[src/rtl/clock_sched.sv]
// Round-robin scheduler that programs a shared oscillator controller for four requesters.
// Define CLOCK_SCHED_RETRY_EN to retry a failed lock attempt twice before reporting failure.
module clock_sched #(
  parameter int unsigned RST_CYCLES = 8,
  parameter logic [15:0] TIMEOUT    = 16'hFFFF,
  parameter logic [15:0] REF_WINDOW = 16'd1000
) (
  input  logic        ref_clk,
  input  logic        resetn,
  input  logic [3:0]  req_valid,
  input  logic [35:0] req_init,
  input  logic [63:0] req_counter,
  output logic [3:0]  req_ack,
  output logic        req_ok,
  output logic [1:0]  owner,
  output logic        busy,
  output logic        lock_lost,
  output logic        osc_resetn,
  output logic [8:0]  osc_init,
  output logic [15:0] osc_counter,
  output logic [15:0] osc_ref_counter,
  input  logic [2:0]  osc_status
);

  localparam logic [15:0] RstLast = 16'(RST_CYCLES - 1);

  typedef enum logic [1:0] {StIdle, StRst, StWait, StHold} state_e;

  state_e      state;
  logic [2:0]  sync1;
  logic [2:0]  st;
  logic [15:0] rst_cnt;
  logic [15:0] tmo;
  logic [15:0] tmo_inc;
  logic [1:0]  winner;
  logic        req_any;
  logic [8:0]  win_init;
  logic [15:0] win_counter;
`ifdef CLOCK_SCHED_RETRY_EN
  logic [1:0]  retry;
`endif

  assign osc_ref_counter = REF_WINDOW;
  assign req_any         = |req_valid;
  assign tmo_inc         = (tmo == 16'hFFFF) ? tmo : tmo + 16'd1;

  // Search starts just after the last owner; k=4 wraps back to the owner itself.
  always_comb begin
    winner = owner;
    for (int k = 4; k >= 1; k--) begin
      if (req_valid[owner + 2'(k)]) winner = owner + 2'(k);
    end
    win_init    = req_init[9*int'(winner) +: 9];
    win_counter = req_counter[16*int'(winner) +: 16];
  end

  always_ff @(posedge ref_clk or negedge resetn) begin
    if (!resetn) begin
      sync1 <= '0;
      st    <= '0;
    end else begin
      sync1 <= osc_status;
      st    <= sync1;
    end
  end

  always_ff @(posedge ref_clk or negedge resetn) begin
    if (!resetn) begin
      state       <= StIdle;
      osc_resetn  <= 1'b0;
      osc_init    <= '0;
      osc_counter <= '0;
      owner       <= 2'd3;
      req_ack     <= '0;
      req_ok      <= 1'b0;
      busy        <= 1'b0;
      lock_lost   <= 1'b0;
      rst_cnt     <= '0;
      tmo         <= '0;
`ifdef CLOCK_SCHED_RETRY_EN
      retry       <= '0;
`endif
    end else begin
      req_ack <= '0;
      req_ok  <= 1'b0;
      case (state)
        StIdle, StHold: begin
          if (req_any) begin
            owner       <= winner;
            osc_init    <= win_init;
            osc_counter <= win_counter;
            osc_resetn  <= 1'b0;
            busy        <= 1'b1;
            lock_lost   <= 1'b0;
            rst_cnt     <= '0;
            state       <= StRst;
`ifdef CLOCK_SCHED_RETRY_EN
            retry       <= '0;
`endif
          end else if (state == StHold && !st[0]) begin
            lock_lost <= 1'b1;
          end
        end
        StRst: begin
          if (rst_cnt >= RstLast) begin
            osc_resetn <= 1'b1;
            tmo        <= '0;
            state      <= StWait;
          end else begin
            rst_cnt <= rst_cnt + 16'd1;
          end
        end
        StWait: begin
          if (st[0]) begin
            req_ack <= 4'b0001 << owner;
            req_ok  <= 1'b1;
            busy    <= 1'b0;
            state   <= StHold;
          end else if (st[2] || tmo_inc >= TIMEOUT) begin
`ifdef CLOCK_SCHED_RETRY_EN
            if (retry < 2'd2) begin
              retry      <= retry + 2'd1;
              rst_cnt    <= '0;
              osc_resetn <= 1'b0;
              state      <= StRst;
            end else
`endif
            begin
              req_ack    <= 4'b0001 << owner;
              req_ok     <= 1'b0;
              busy       <= 1'b0;
              osc_resetn <= 1'b0;
              state      <= StIdle;
            end
          end else begin
            tmo <= tmo_inc;
          end
        end
        default: state <= StIdle;
      endcase
    end
  end

endmodule

[config.mk]
export PLATFORM = sky130hd
export DESIGN_NAME = clock_sched
export DESIGN_NICKNAME = d
export VERILOG_FILES = /design/src/rtl/clock_sched.sv
export SDC_FILE = /design/constraint.sdc
export NUM_CORES = 1
export LEC_CHECK = 0
export ABC_AREA = 0
export BUFFER_PORTS_ARGS = -buffer_cell sky130_fd_sc_hd__buf_2
export CAP_MARGIN = 20
export CORE_ASPECT_RATIO = 2
export CORE_MARGIN = 2
export CORE_UTILIZATION = 47
export DETAILED_ROUTE_END_ITERATION = 10
export GPL_TIMING_DRIVEN = 0
export PLACE_DENSITY_LB_ADDON = 0.2
export REMOVE_ABC_BUFFERS = 1
export SETUP_SLACK_MARGIN = 0.2
export SYNTH_ARGS = -nofsm -noshare
export SYNTH_HDL_FRONTEND = slang
export SYNTH_SLANG_ARGS = --single-unit
[constraint.sdc]
create_clock -name ref_clk -period 3 [get_ports ref_clk]
set_clock_uncertainty 0.2 [all_clocks]
set_input_delay 0.3 -clock ref_clk [delete_from_list [all_inputs] [get_ports ref_clk]]
set_output_delay 0.3 -clock ref_clk [all_outputs]
set_load 0.005 [all_outputs]
== Yosys cells after proc, flatten, opt, wreduce, memory -nomap -nowiden ==
Cells that the tools add are included.

* Bits in registers: 75
* Output and inout bits: 51
* Logic and storage cells: 92

* Add/subtract/negate cells: 5
* $mul: 1
* Order comparisons: 5
* Equal/unequal tests: 11
* Shifts and indexed selects: 3
* Mux-type cells: 37
* Reduce and logical (&&, ||, !) cells: 17

{| class="wikitable"
|+ Operator list
! cell !! count
|-
| two-way mux 16 bit || 6
|-
| one-hot mux 16 bit (2 select lines) || 2
|-
| indexed part select 64 x 7 -> 16 bit || 1
|-
| indexed part select 36 x 7 -> 9 bit || 1
|-
| adder 16 x 1 -> 16 bit, second input constant || 2
|-
| == test 16 bit, second input constant || 1
|-
| >= comparator 16 bit, second input constant || 1
|-
| >= comparator 16 x 3 -> 1 bit, second input constant || 1
|-
| two-way mux 2 bit || 7
|-
| two-way mux 1 bit || 13
|-
| two-way mux 4 bit || 3
|-
| inequality test 2 bit, second input constant || 6
|-
| < comparator 2 x 3 -> 1 bit, second input constant || 3
|-
| AND reduction 3 bit || 3
|-
| AND reduction 4 bit || 2
|-
| nonzero test 2 bit || 4
|-
| binary-select mux 1 bit (select 2 bit) || 3
|-
| multiplier 4 x 2 -> 6 bit, first input constant || 1
|-
| one-hot mux 2 bit (3 select lines) || 1
|-
| adder 2 bit, second input constant || 2
|-
| == test 2 bit, second input constant || 2
|-
| AND reduction 2 bit || 2
|-
| OR reduction 4 bit || 1
|-
| << shifter 1 x 2 -> 4 bit, first input constant || 1
|-
| other kinds (10) || 10
|}

== Logic depth before layout (Yosys ltp) ==
Gate-level depths: netlist (run 1).

* Depth after elaboration: 8
* Mapped depth: 11
* Mapped depth without buffers: 9

== Least setup slack after synthesis (run 1) ==
OpenSTA, ideal clock, no wires.

* Kind: flip-flop to flip-flop
* Start: reg tmo[0]
* End: reg state[1]
* Setup time: 128 ps
* Data arrival time: 2489 ps
* Slack: 184 ps
* Cell stages (with the launch flop): 11
* Path buffers: 2
* Cells stage by stage: dfrtp_1 > ha_1 > and3_1 > buf_2 > nand2_1 > mux2_2 > a211oi_4 > a31oi_4 > buf_6 > a31oi_1 > mux2_1

* Cells in the longest elaborated chain, start to end: 6
* Elaborated cells between the ends (all ways): 7
* Classes of those cells: 1 x add/sub; 1 x order compare; 2 x eq/ne; 1 x mux; 2 x reduce/logical

{| class="wikitable"
|+ Ends and longest elaborated chain
! item !! RTL line !! source
|-
| from (decl) || 33 || <nowiki>logic [15:0] tmo;</nowiki>
|-
| from (signal assigned) || 136 || <nowiki>tmo <= tmo_inc;</nowiki>
|-
| adder 16 x 1 -> 16 bit or == test 16 bit (tied branches) || 45 || <nowiki>assign tmo_inc = (tmo == 16'hFFFF) ? tmo : tmo + 16'd1;</nowiki>
|-
| two-way mux 16 bit * || 45 ||
|-
| >= comparator 16 bit * || 119 || <nowiki>end else if (st[2] || tmo_inc >= TIMEOUT) begin</nowiki>
|-
| logical OR 1 bit * || 119 ||
|-
| inequality test 3 bit (no source line) * || -- ||
|-
| AND reduction 3 bit (no source line) * || -- ||
|-
| to (signal assigned) || 118 || <nowiki>state <= StHold;</nowiki>
|-
| to (signal assigned) || 133 || <nowiki>state <= StIdle;</nowiki>
|-
| to (signal assigned) || 139 || <nowiki>default: state <= StIdle;</nowiki>
|-
| to (decl) || 29 || <nowiki>state_e state;</nowiki>
|}

Mark *: on every way between the ends. The rest lies on a longest branch, timed or not.
A chain may end at the register's enable or synchronous reset.

== Final worst setup path (run 1) ==
* Start: reg tmo[1]
* End: reg tmo[12]

* Cells in the longest elaborated chain, start to end: 6
* Elaborated cells between the ends (all ways): 10
* Classes of those cells: 1 x add/sub; 1 x order compare; 2 x eq/ne; 4 x mux; 2 x reduce/logical

{| class="wikitable"
|+ Ends and longest elaborated chain
! item !! RTL line
|-
| adder 16 x 1 -> 16 bit or == test 16 bit (tied branches) || 45
|-
| two-way mux 16 bit * || 45
|-
| >= comparator 16 bit || 119
|-
| logical OR 1 bit || 119
|-
| inequality test 2 bit (no source line) || --
|-
| AND reduction 4 bit (no source line) || --
|}

Mark *: on every way between the ends. The rest lies on a longest branch, timed or not. The select of a mux whose other input is x is not followed.

==> summary.md, run 1 <==
| Metric | Value |
|---|---|
| WHS | `0.1471 ns` |
| Asr flop ratio synth | `100.0%` |
| Top-count cell post-synth | `dfrtp_1` |
| N_diodes | `0` |
| Reg2Reg Depth | `10` |
| Layout Cells excl Fill | `821` |
| Pleak | `3.068 nW` |
| Final Wtd Congestion | `0.9087` |
| MaxCap Viol Count | `0` |
| Setup total negative slack | `0 ns` |
| Number of global-route vias before repair | `4591` |
| CTS clk-pin slew, worst paths | `0.05 ns` |
| Largest net degree at the start of global routing | `57` |
| Critical path arrival | `2.92 ns` |
| Placed cell count | `761` |
| Hold Path Depth | `0` |
| Area growth syn-to-layout | `33.16%` |
| Worst-Margin Slew | `0.7932 ns` |
| GRT overflow | `0` |
| Slew Viols, Final | `0` |
| Synth top area share | `36.56%` |
| GR peak layer | `met2` |
| WP data required | `2.99 ns` |
| Endpoints failing setup | `0` |
| Worst Hold End | `st[0]` |
| Hold/Removal Path Class | `reg -> reg` |
| Worst r2r dst | `tmo[12]` |
| Core area | `0.01008 mm2` |
| Port Buffer Count | `142` |
| Sw Pwr | `0.002181 W` |
| Worst skew pair latency | `0.33 ns` |
| Initial antenna violation count | `0` |
| R2r startpoint | `tmo[1]` |
| Area of the mapped netlist | `0.004860 mm2` |
| Post-synth EDFFs | `0` |
| Clock power share | `17.1%` |
| Drt pass-1 iters | `4` |
| Post-layout util | `64.17%` |
| Peak VDD IR | `0.9622 mV` |
| Top cells by area, synth | `dfrtp_1 37%, mux2i_1 11%, nand2_1 4.8%` |
| Synth top cells by count | `71 x dfrtp_1, 62 x nand2_1, 53 x mux2i_1` |
| Vias per cell | `5.586` |
| Kind of end point of the critical path | `flop` |
| Minimum clock period | `2.931 ns` |
| Share of cells above drive strength 1 | `39.36%` |
| Yosys cell types | `66` |
| Post-DP HPWL | `9640 um` |
| Status | `complete, no violations` |
| Yosys top cell by area | `dfrtp_1` |
| Drt drc | `0` |
| Crit-path max cell delay | `0.42 ns` |
| Top Ports | `160` |
| Initial DRC Count | `227` |
| Starting Density | `48.19%` |
| Clk sinks | `73` |
| Crit Path Class | `reg -> reg` |
| Std-Cell Rows | `52` |
| Average wire per standard cell | `16.51 um` |
| RSZ-0062 raised after global routing | `yes` |
| R2R Setup Slk | `0.07 ns` |
| Clk root buf | `clkbuf_16` |
| Seq pwr share | `26.2%` |
| Met2 Resource Use GR | `46.16%` |
| Power Internal | `0.003292 W` |
| Pwr Density | `845.8 mW/mm2` |
| Final Hold Fails | `0` |
| Die Wd | `75.90 um` |
| Critical Path, Cell by Cell | `ha_4 > nand3_4 > nor4_4 > mux2i_2 > a211oi_4 > buf_6 > a31oi_4 > buf_4 > nand2_1 > o311ai_1` |
| Combinational power share | `56.7%` |
| Register area | `0.001846 mm2` |
| Startpoint Class | `flop` |
| Synth warnings | `0` |
| Switch share | `39.85%` |
| Synthesized area per cell | `9.436 um2` |
| Htree depth | `3` |
| Grt met3 use | `4.396%` |
| CTS tree | `yes` |
| Die height | `147.8 um` |
| Antenna-violating nets left | `0` |
| Syn Inst Count | `515` |
| Register area share after synthesis | `37.64%` |
| First-pass GRT wire length | `21490 um` |
| Main synth FF type | `dfrtp_1` |
| F_max | `0.3412 GHz` |
| Crit path max fanout | `5` |
| CTS max path bufs | `2` |
| Final WL | `13550 um` |
| FILL cells | `839` |
| Fin crit share | `97.68%` |
| Area of the multi-input gates | `0.002980 mm2` |
| Global-route usage over all layers | `23.97%` |
| Clock buffer count from CTS | `9` |
| Setup WS pre-CTS | `-0.6189 ns` |
| Final setup margin | `0.06945 ns` |
| Die area | `0.01122 mm2` |
| Final #Nets | `799` |
| Slowest CP cell | `dfrtp_2` |
| M1 GR Usage | `23.72%` |
| DR vias | `4586` |
| Worst slew margin | `47.11%` |
| Seq cells post-synth | `73` |
| Worst Hold Launch | `sync1[0]` |
[registers in the layout, indices dropped and copies added, names as in the netlist]
signal       flops
rst_cnt         16
sync1            2
req_ack          4
osc_resetn       1
osc_init         9
state            2
tmo             16
st               2
owner            2
busy             1
osc_counter     16
req_ok           1
lock_lost        1
[power by group through the flow]
stage                     clock network, W  logic [W]  registers, W
after CTS                         0.000956    0.00303       0.00145
after floorplan                          0    0.00188       0.00145
final                             0.000934    0.00310       0.00144
after detailed placement                 0    0.00285       0.00145
after global routing              0.000991    0.00342       0.00147
after global placement                   0    0.00249       0.00145
[layout by cell type (no fill, tap or decap), types with 3 or more instances in the layout]
master         netlist  final
buf_6                1      6
nor3_1              14     12
mux2_1              10     10
nor2_1              37     35
buf_4               19     33
a41o_1               6      6
inv_1                9      9
conb_1               2     16
clkbuf_1            13      3
nand3_1             11      9
nor4_1               6      3
mux2i_1             53     52
mux2_2              17     17
a31oi_1             12     12
nand2b_1             6      5
a32o_1               3      3
o21ai_1             27     27
buf_2               16    141
nand2_1             62     61
and4_1               4      3
clkinv_2             0      4
nand3_4              0      3
a21oi_1             17     17
and3_1              12     11
ha_1                 9      6
o21ai_0              7      6
buf_12               0      4
xnor2_1              3      3
clkbuf_16            0      9
dlygate4sd3_1        0      3
dfrtp_1             71     58
nor4_4               0      4
o211ai_1             7      7
dfrtp_2              0     13
nand4_1             10     10
a21boi_0             3      3
[timing repair]
action | in CTS | in global routing
gates cloned | 2 | 0
pin swaps | 10 | 14
hold buffers | 3 | 0
endpoints found under the hold margin | 21 | 0
resized for setup | 33 | 18
setup buffers | 17 | 22
setup endpoints to repair | 63 | 54
[worst max-delay path by stage]
stage | start | to | depth (start not counted) | slack, ns
finish | tmo[1] | tmo[12] | 10 | 0.07
global route | tmo[1] | state[0] | 9 | 0.06
CTS | tmo[1] | state[0] | 9 | 0.16
detailed placement | tmo[0] | state[0] | 8 | -0.62
global placement | owner[1] | osc_counter[2] | 6 | -2.87
floorplan | owner[1] | osc_counter[13] | 6 | -2.04
[cell type report]
| cell class | instances | area share (%) |
|---|---|---|
| Timing Repair Buffer | 189 | 18.33 |
| Inverter | 9 | 0.5220 |
| Sequential cell | 73 | 28.52 |
| Clock buffer | 12 | 3.654 |
| Clock inverter | 4 | 0.3094 |
| Tap cell | 135 | 2.610 |
| Multi-Input combinational cell | 399 | 46.06 |
[worst max-delay path, delay by kind of cell, from the launching register on]
family          cells  cell delay [ns]
compound gates      3             0.67
fa+ha+maj           1             0.19
buf+inv             2             0.35
flops               1             0.42
mux                 1             0.37
simple gates        3             0.57
[layer usage]
metal / vias up / routed length [um]
met5: - / 0
met4: 0 / 567
met3: 38 / 653
met2: 180 / 7579
met1: 2173 / 4752
li1: 2195 / -
[through the flow]
step | cell area, um2 | power [W]
CTS | 6256 | 0.005436
detailed placement | 5628 | 0.004309
global route | 6471 | 0.005880
global placement | 5505 | 0.003937
floorplan | 4626 | 0.003331
finish | 6471 | 0.005473
[cells by family after synthesis]
kind of cell | after synthesis | synth area share [%]
other | 2 | 0.1545
multiplexers | 82 | 17.95
buffers and inverters | 59 | 6.591
AO/OA/AOI/OAI | 107 | 15.58
XOR/XNOR | 5 | 0.9013
AND/OR/NAND/NOR | 178 | 18.87
flip-flops | 73 | 37.64
adder cells (fa/ha/maj) | 9 | 2.317
(Power assumes the default switching activity.)
==> run 2: changes to the inputs <==
--- a/config.mk
+++ b/config.mk
@@ -9,7 +9,7 @@
 export BUFFER_PORTS_ARGS = -buffer_cell sky130_fd_sc_hd__buf_2
 export CAP_MARGIN = 20
 export CORE_ASPECT_RATIO = 2
-export CORE_MARGIN = 2
+export CORE_MARGIN = 8
 export CORE_UTILIZATION = 47
 export DETAILED_ROUTE_END_ITERATION = 10
 export GPL_TIMING_DRIVEN = 0
==> summary.md, run 2 (synthesis results as in run 1) <==
| Metric | Value |
|---|---|
| Antenna-violating nets left | `0` |
| Peak VDD IR | `0.8230 mV` |
| CTS max path bufs | `2` |
| Pleak | `3.084 nW` |
| Slew Viols, Final | `0` |
| Largest regs | `osc_counter x16, rst_cnt x16, tmo x16` |
| Drt pass-1 iters | `5` |
| RSZ-0062 raised after global routing | `yes` |
| Largest net degree at the start of global routing | `57` |
| Final #Nets | `802` |
| Worst r2r dst | `state[0]` |
| Fin area | `0.006540 mm2` |
| Setup total negative slack | `0 ns` |
| Startpoint Class | `flop` |
| Clock buffer count from CTS | `9` |
| Final Hold Fails | `0` |
| Endpoints failing setup | `0` |
| Area of the multi-input gates | `0.002989 mm2` |
| Drt drc | `0` |
| R2r startpoint | `tmo[7]` |
| Register area | `0.001847 mm2` |
| Worst skew pair latency | `0.33 ns` |
| Htree depth | `3` |
| Global-route usage over all layers | `21.61%` |
| Post-layout util | `64.85%` |
| Post-DP Area | `0.005592 mm2` |
| Pwr Density | `876.2 mW/mm2` |
| Crit path max fanout | `6` |
| R2R Setup Slk | `0.19 ns` |
| Pwr Total | `0.005730 W` |
| Clk root buf | `clkbuf_16` |
| Status | `complete, no violations` |
| Hold Path Depth | `0` |
| Critical path arrival | `2.83 ns` |
| Die area | `0.01405 mm2` |
| Vias per cell | `5.629` |
| Reg2Reg Depth | `9` |
| Worst-Margin Slew | `0.9476 ns` |
| Final Wtd Congestion | `0.9140` |
| Area growth syn-to-layout | `34.58%` |
| Fin crit share | `93.78%` |
| Worst Hold End | `st[0]` |
| Top Ports | `160` |
| Kind of end point of the critical path | `flop` |
| Average wire per standard cell | `18.40 um` |
| Die Wd | `87.90 um` |
| WP data required | `3.02 ns` |
| N_diodes | `0` |
| Die height | `159.8 um` |
| DR vias | `4638` |
| Commonest non-fill, non-tap cell in the layout | `buf_2` |
| Initial antenna violation count | `0` |
| Minimum clock period | `2.813 ns` |
| MaxCap Viol Count | `0` |
| Worst slew margin | `36.83%` |
| Most frequent cells in the layout | `141 x buf_2, 61 x nand2_1, 57 x dfrtp_1` |
| First-pass GRT wire length | `23850 um` |
| FILL cells | `808` |
| Worst Hold Launch | `sync1[0]` |
| CTS tree | `yes` |
| Final WL | `15160 um` |
| Std-Cell Rows | `52` |
| GRT overflow | `0` |
| Clk sinks | `73` |
| Hold/Removal Path Class | `reg -> reg` |
| Share of cells above drive strength 1 | `40.20%` |
| CTS clk-pin slew, worst paths | `0.06 ns` |
| Crit Path Class | `reg -> reg` |
| Post-DP HPWL | `10840 um` |
| Port Buffer Count | `142` |
| Starting Density | `48.19%` |
| F_max | `0.3555 GHz` |
| Core area | `0.01008 mm2` |
| Initial DRC Count | `229` |
| Number of global-route vias before repair | `4926` |
run 2: changes by cell type in the layout (fill, tap and decap cells not counted), moves of 2 or more:
cell,previous run,this run
buf_4,33,42
buf_6,6,2
bufinv_16,0,3
clkinv_2,4,1
a21boi_0,3,1
a21boi_1,0,2
buf_12,4,2
clkbuf_1,3,1
run 2: cell type report:
| type | count | share of cell area (%) |
|---|---|---|
| sequential | 73 | 28.24 |
| inverter | 9 | 0.5165 |
| multi-input combinational | 399 | 45.71 |
| timing repair buffer | 192 | 17.68 |
| tap | 135 | 2.583 |
| clock inverter | 5 | 1.569 |
| clock buffer | 11 | 3.712 |
run 2: metrics by stage:
step | hold slack [ns] | instances | setup slack (ns)
after global routing | 0.1653 | 824 | 0.07946
after global placement | 0.1335 | 756 | -2.734
after CTS | 0.1500 | 798 | 0.1694
after detailed placement | 0.06098 | 760 | -0.6302
final | 0.1465 | 824 | 0.1867
after floorplan | -0.1956 | 479 | -2.041
run 2: worst max-delay path by stage:
stage / endpoint / cells after the start / from / slack (ns)
CTS: state[0] / 7 / tmo[13] / 0.17
finish: state[0] / 9 / tmo[7] / 0.19
detailed placement: state[0] / 8 / tmo[0] / -0.63
floorplan: osc_counter[13] / 6 / owner[1] / -2.04
global route: state[0] / 7 / tmo[5] / 0.08
global placement: osc_init[4] / 6 / owner[1] / -2.73
run 2: critical path, stage by stage (launching register included):
cell	delay, ns
dfrtp_2	0.45
nand4_4	0.22
buf_6	0.18
o41ai_4	0.30
xor2_2	0.21
nor4b_4	0.07
buf_4	0.17
a31oi_4	0.28
mux2_4	0.33
a222oi_1	0.28
run 2: per-layer routing:
| metal | wire [um] | vias up | GRT usage, % |
|---|---|---|---|
| met5 | 0 | - | 0 |
| met3 | 791 | 40 | 4.370 |
| met2 | 8277 | 200 | 39.20 |
| li1 | - | 2199 | - |
| met4 | 510 | 0 | 11.84 |
| met1 | 5584 | 2199 | 21.70 |
run 2: power breakdown:
group	internal (W)	leakage [nW]	switching [W]	total (W)
sequential	0.00126	0.925	0.000185	0.00145
combinational	0.00140	1.99	0.00165	0.00304
clock	0.000834	0.166	0.000407	0.00124
run 2: what timing repair did:
action / CTS / global route
hold buffers: 3 / 0
gates cloned: 2 / 0
setup buffers: 17 / 26
gates resized for setup: 29 / 24
endpoints found under the hold margin: 31 / 0
pin swaps: 7 / 8
setup endpoints to repair: 59 / 60
==> run 3: changes to the inputs <==
--- a/config.mk
+++ b/config.mk
@@ -13,6 +13,7 @@
 export CORE_UTILIZATION = 47
 export DETAILED_ROUTE_END_ITERATION = 10
 export GPL_TIMING_DRIVEN = 0
+export MAX_ROUTING_LAYER = met4
 export PLACE_DENSITY_LB_ADDON = 0.2
 export REMOVE_ABC_BUFFERS = 1
 export SETUP_SLACK_MARGIN = 0.2
==> summary.md, run 3 (synthesis results as in run 1) <==
| Metric | Value |
|---|---|
| Power Internal | `0.003331 W` |
| Drt pass-1 iters | `4` |
| Pwr Total | `0.005585 W` |
| GRT overflow | `0` |
| Slew Viols, Final | `0` |
| Worst-Margin Slew | `0.9493 ns` |
| R2R Setup Slk | `0.17 ns` |
| Crit Path Class | `reg -> reg` |
| Post-layout util | `64.90%` |
| Status | `complete, no violations` |
| Vias per cell | `5.655` |
| Share of cells above drive strength 1 | `41.62%` |
| Final setup margin | `0.1683 ns` |
| Post-DP HPWL | `10670 um` |
| Worst slew margin | `36.72%` |
| Core area | `0.01008 mm2` |
| Antenna-violating nets left | `0` |
| Startpoint Class | `flop` |
| Hold/Removal Path Class | `reg -> reg` |
| Minimum clock period | `2.832 ns` |
| Pwr Density | `853.3 mW/mm2` |
| Htree depth | `3` |
| Final WL | `15340 um` |
| Std-Cell Rows | `52` |
| Post-DP Area | `0.005595 mm2` |
| Endpoints failing setup | `0` |
| R2r startpoint | `tmo[6]` |
| Pleak | `3.079 nW` |
| Average wire per standard cell | `18.55 um` |
| Final Wtd Congestion | `0.9242` |
| Area growth syn-to-layout | `34.68%` |
| Worst skew pair latency | `0.33 ns` |
| Fin crit share | `94.39%` |
| Kind of end point of the critical path | `flop` |
| Combinational power share | `56.1%` |
| Final #Nets | `806` |
| Die Wd | `87.90 um` |
| Drt drc | `0` |
| Largest regs | `osc_counter x16, rst_cnt x16, tmo x16` |
| Die height | `159.8 um` |
| First-pass GRT wire length | `23340 um` |
| Starting Density | `48.19%` |
| N_diodes | `0` |
| MaxCap Viol Count | `0` |
| Peak VDD IR | `0.8655 mV` |
| Fin area | `0.006545 mm2` |
| Die area | `0.01405 mm2` |
| Sw Pwr | `0.002254 W` |
| Clock buffer count from CTS | `9` |
| Most frequent cells in the layout | `141 x buf_2, 60 x nand2_1, 56 x dfrtp_1` |
| Port Buffer Count | `142` |
| Reg2Reg Depth | `10` |
| Top Ports | `160` |
| RSZ-0062 raised after global routing | `yes` |
| Setup WS pre-CTS | `-0.6011 ns` |
| Critical path arrival | `2.88 ns` |
| Clk root buf | `clkbuf_16` |
| CTS tree | `yes` |
| Clock power share | `18.0%` |
| WP data required | `3.05 ns` |
| Clk sinks | `73` |
| Number of global-route vias before repair | `4951` |
| Initial antenna violation count | `0` |
| Worst Setup SP | `tmo[6]` |
| Initial DRC Count | `225` |
| Seq pwr share | `25.9%` |
| Largest net degree at the start of global routing | `64` |
| End point of the critical path | `tmo[14]` |
| F_max | `0.3531 GHz` |
| FILL cells | `793` |
| Worst r2r dst | `tmo[14]` |
| Crit path max fanout | `11` |
| Final Hold Fails | `0` |
| DR vias | `4677` |
| CTS clk-pin slew, worst paths | `0.06 ns` |
| Commonest non-fill, non-tap cell in the layout | `buf_2` |
| Switch share | `40.35%` |
| Global-route usage over all layers | `21.76%` |
| CTS max path bufs | `2` |
-- run 3: cell count changes in the layout (fill, tap and decap cells not counted), sizes merged --
cell / delta
buf: +4
bufinv: -3
clkinv: +1
clkinvlp: +1
-- run 3: timing repair --
item / 4_1_cts / 5_1_grt
setup buffers: 20 / 27
resized for setup: 30 / 29
hold endpoints to repair: 73 / 0
hold buffers: 3 / 0
pin swaps: 8 / 14
endpoints found under the setup margin: 63 / 57
cloned: 1 / 1
-- run 3: critical path, cell delays in order, from the launching register on --
cell      delay, ns
dfrtp_1        0.49
nand4_4        0.21
buf_4          0.21
nor2_4         0.18
nand3_4        0.21
a211oi_4       0.39
buf_4          0.19
a31oi_4        0.12
buf_4          0.19
a41o_1         0.23
a21oi_1        0.14
-- run 3: how the worst min path moves through the flow --
stage | start | endpoint | cells past startpoint
floorplan | resetn | busy | 0
global placement | sync1[2] | st[2] | 0
detailed placement | resetn | rst_cnt[12] | 1
CTS | sync1[2] | st[2] | 0
global route | sync1[2] | st[2] | 0
finish | sync1[2] | st[2] | 0
-- run 3: power groups by stage --
stage                     sequential [W]  combinational [W]  clock (W)
after global placement           0.00146            0.00251          0
final                            0.00145            0.00313    0.00100
after detailed placement         0.00146            0.00280          0
after floorplan                  0.00145            0.00188          0
after CTS                        0.00146            0.00289    0.00102
after global routing             0.00148            0.00346    0.00106
-- run 3: final cells by class --
class	count	area [um2]	area share, %
well taps	135	168.9	2.581
repair buffers	196	1186	18.12
inverters	9	33.78	0.5162
flip-flops and latches	73	1848	28.24
clock inverters	4	28.78	0.4397
clock buffers	11	252.7	3.862
multi-input cells	399	3027	46.24
-- run 3: metrics by stage --
| stage | setup TNS (ns) | hold WS, ns | instances |
|---|---|---|---|
| floorplan | -52.29 | -0.1956 | 479 |
| CTS | 0 | 0.1478 | 799 |
| global placement | -77.68 | 0.1334 | 756 |
| detailed placement | -10.26 | -0.04482 | 760 |
| global route | 0 | 0.1550 | 827 |
| finish | 0 | 0.1468 | 827 |
-- run 3: metal layers --
metal / track usage [%] / wire (um) / up-vias
li1: - / - / 2205
met1: 22.11 / 5651 / 2200
met2: 38.24 / 8366 / 220
met3: 3.599 / 747 / 52
met4: 11.05 / 575 / 0
met5: - / 0 / -
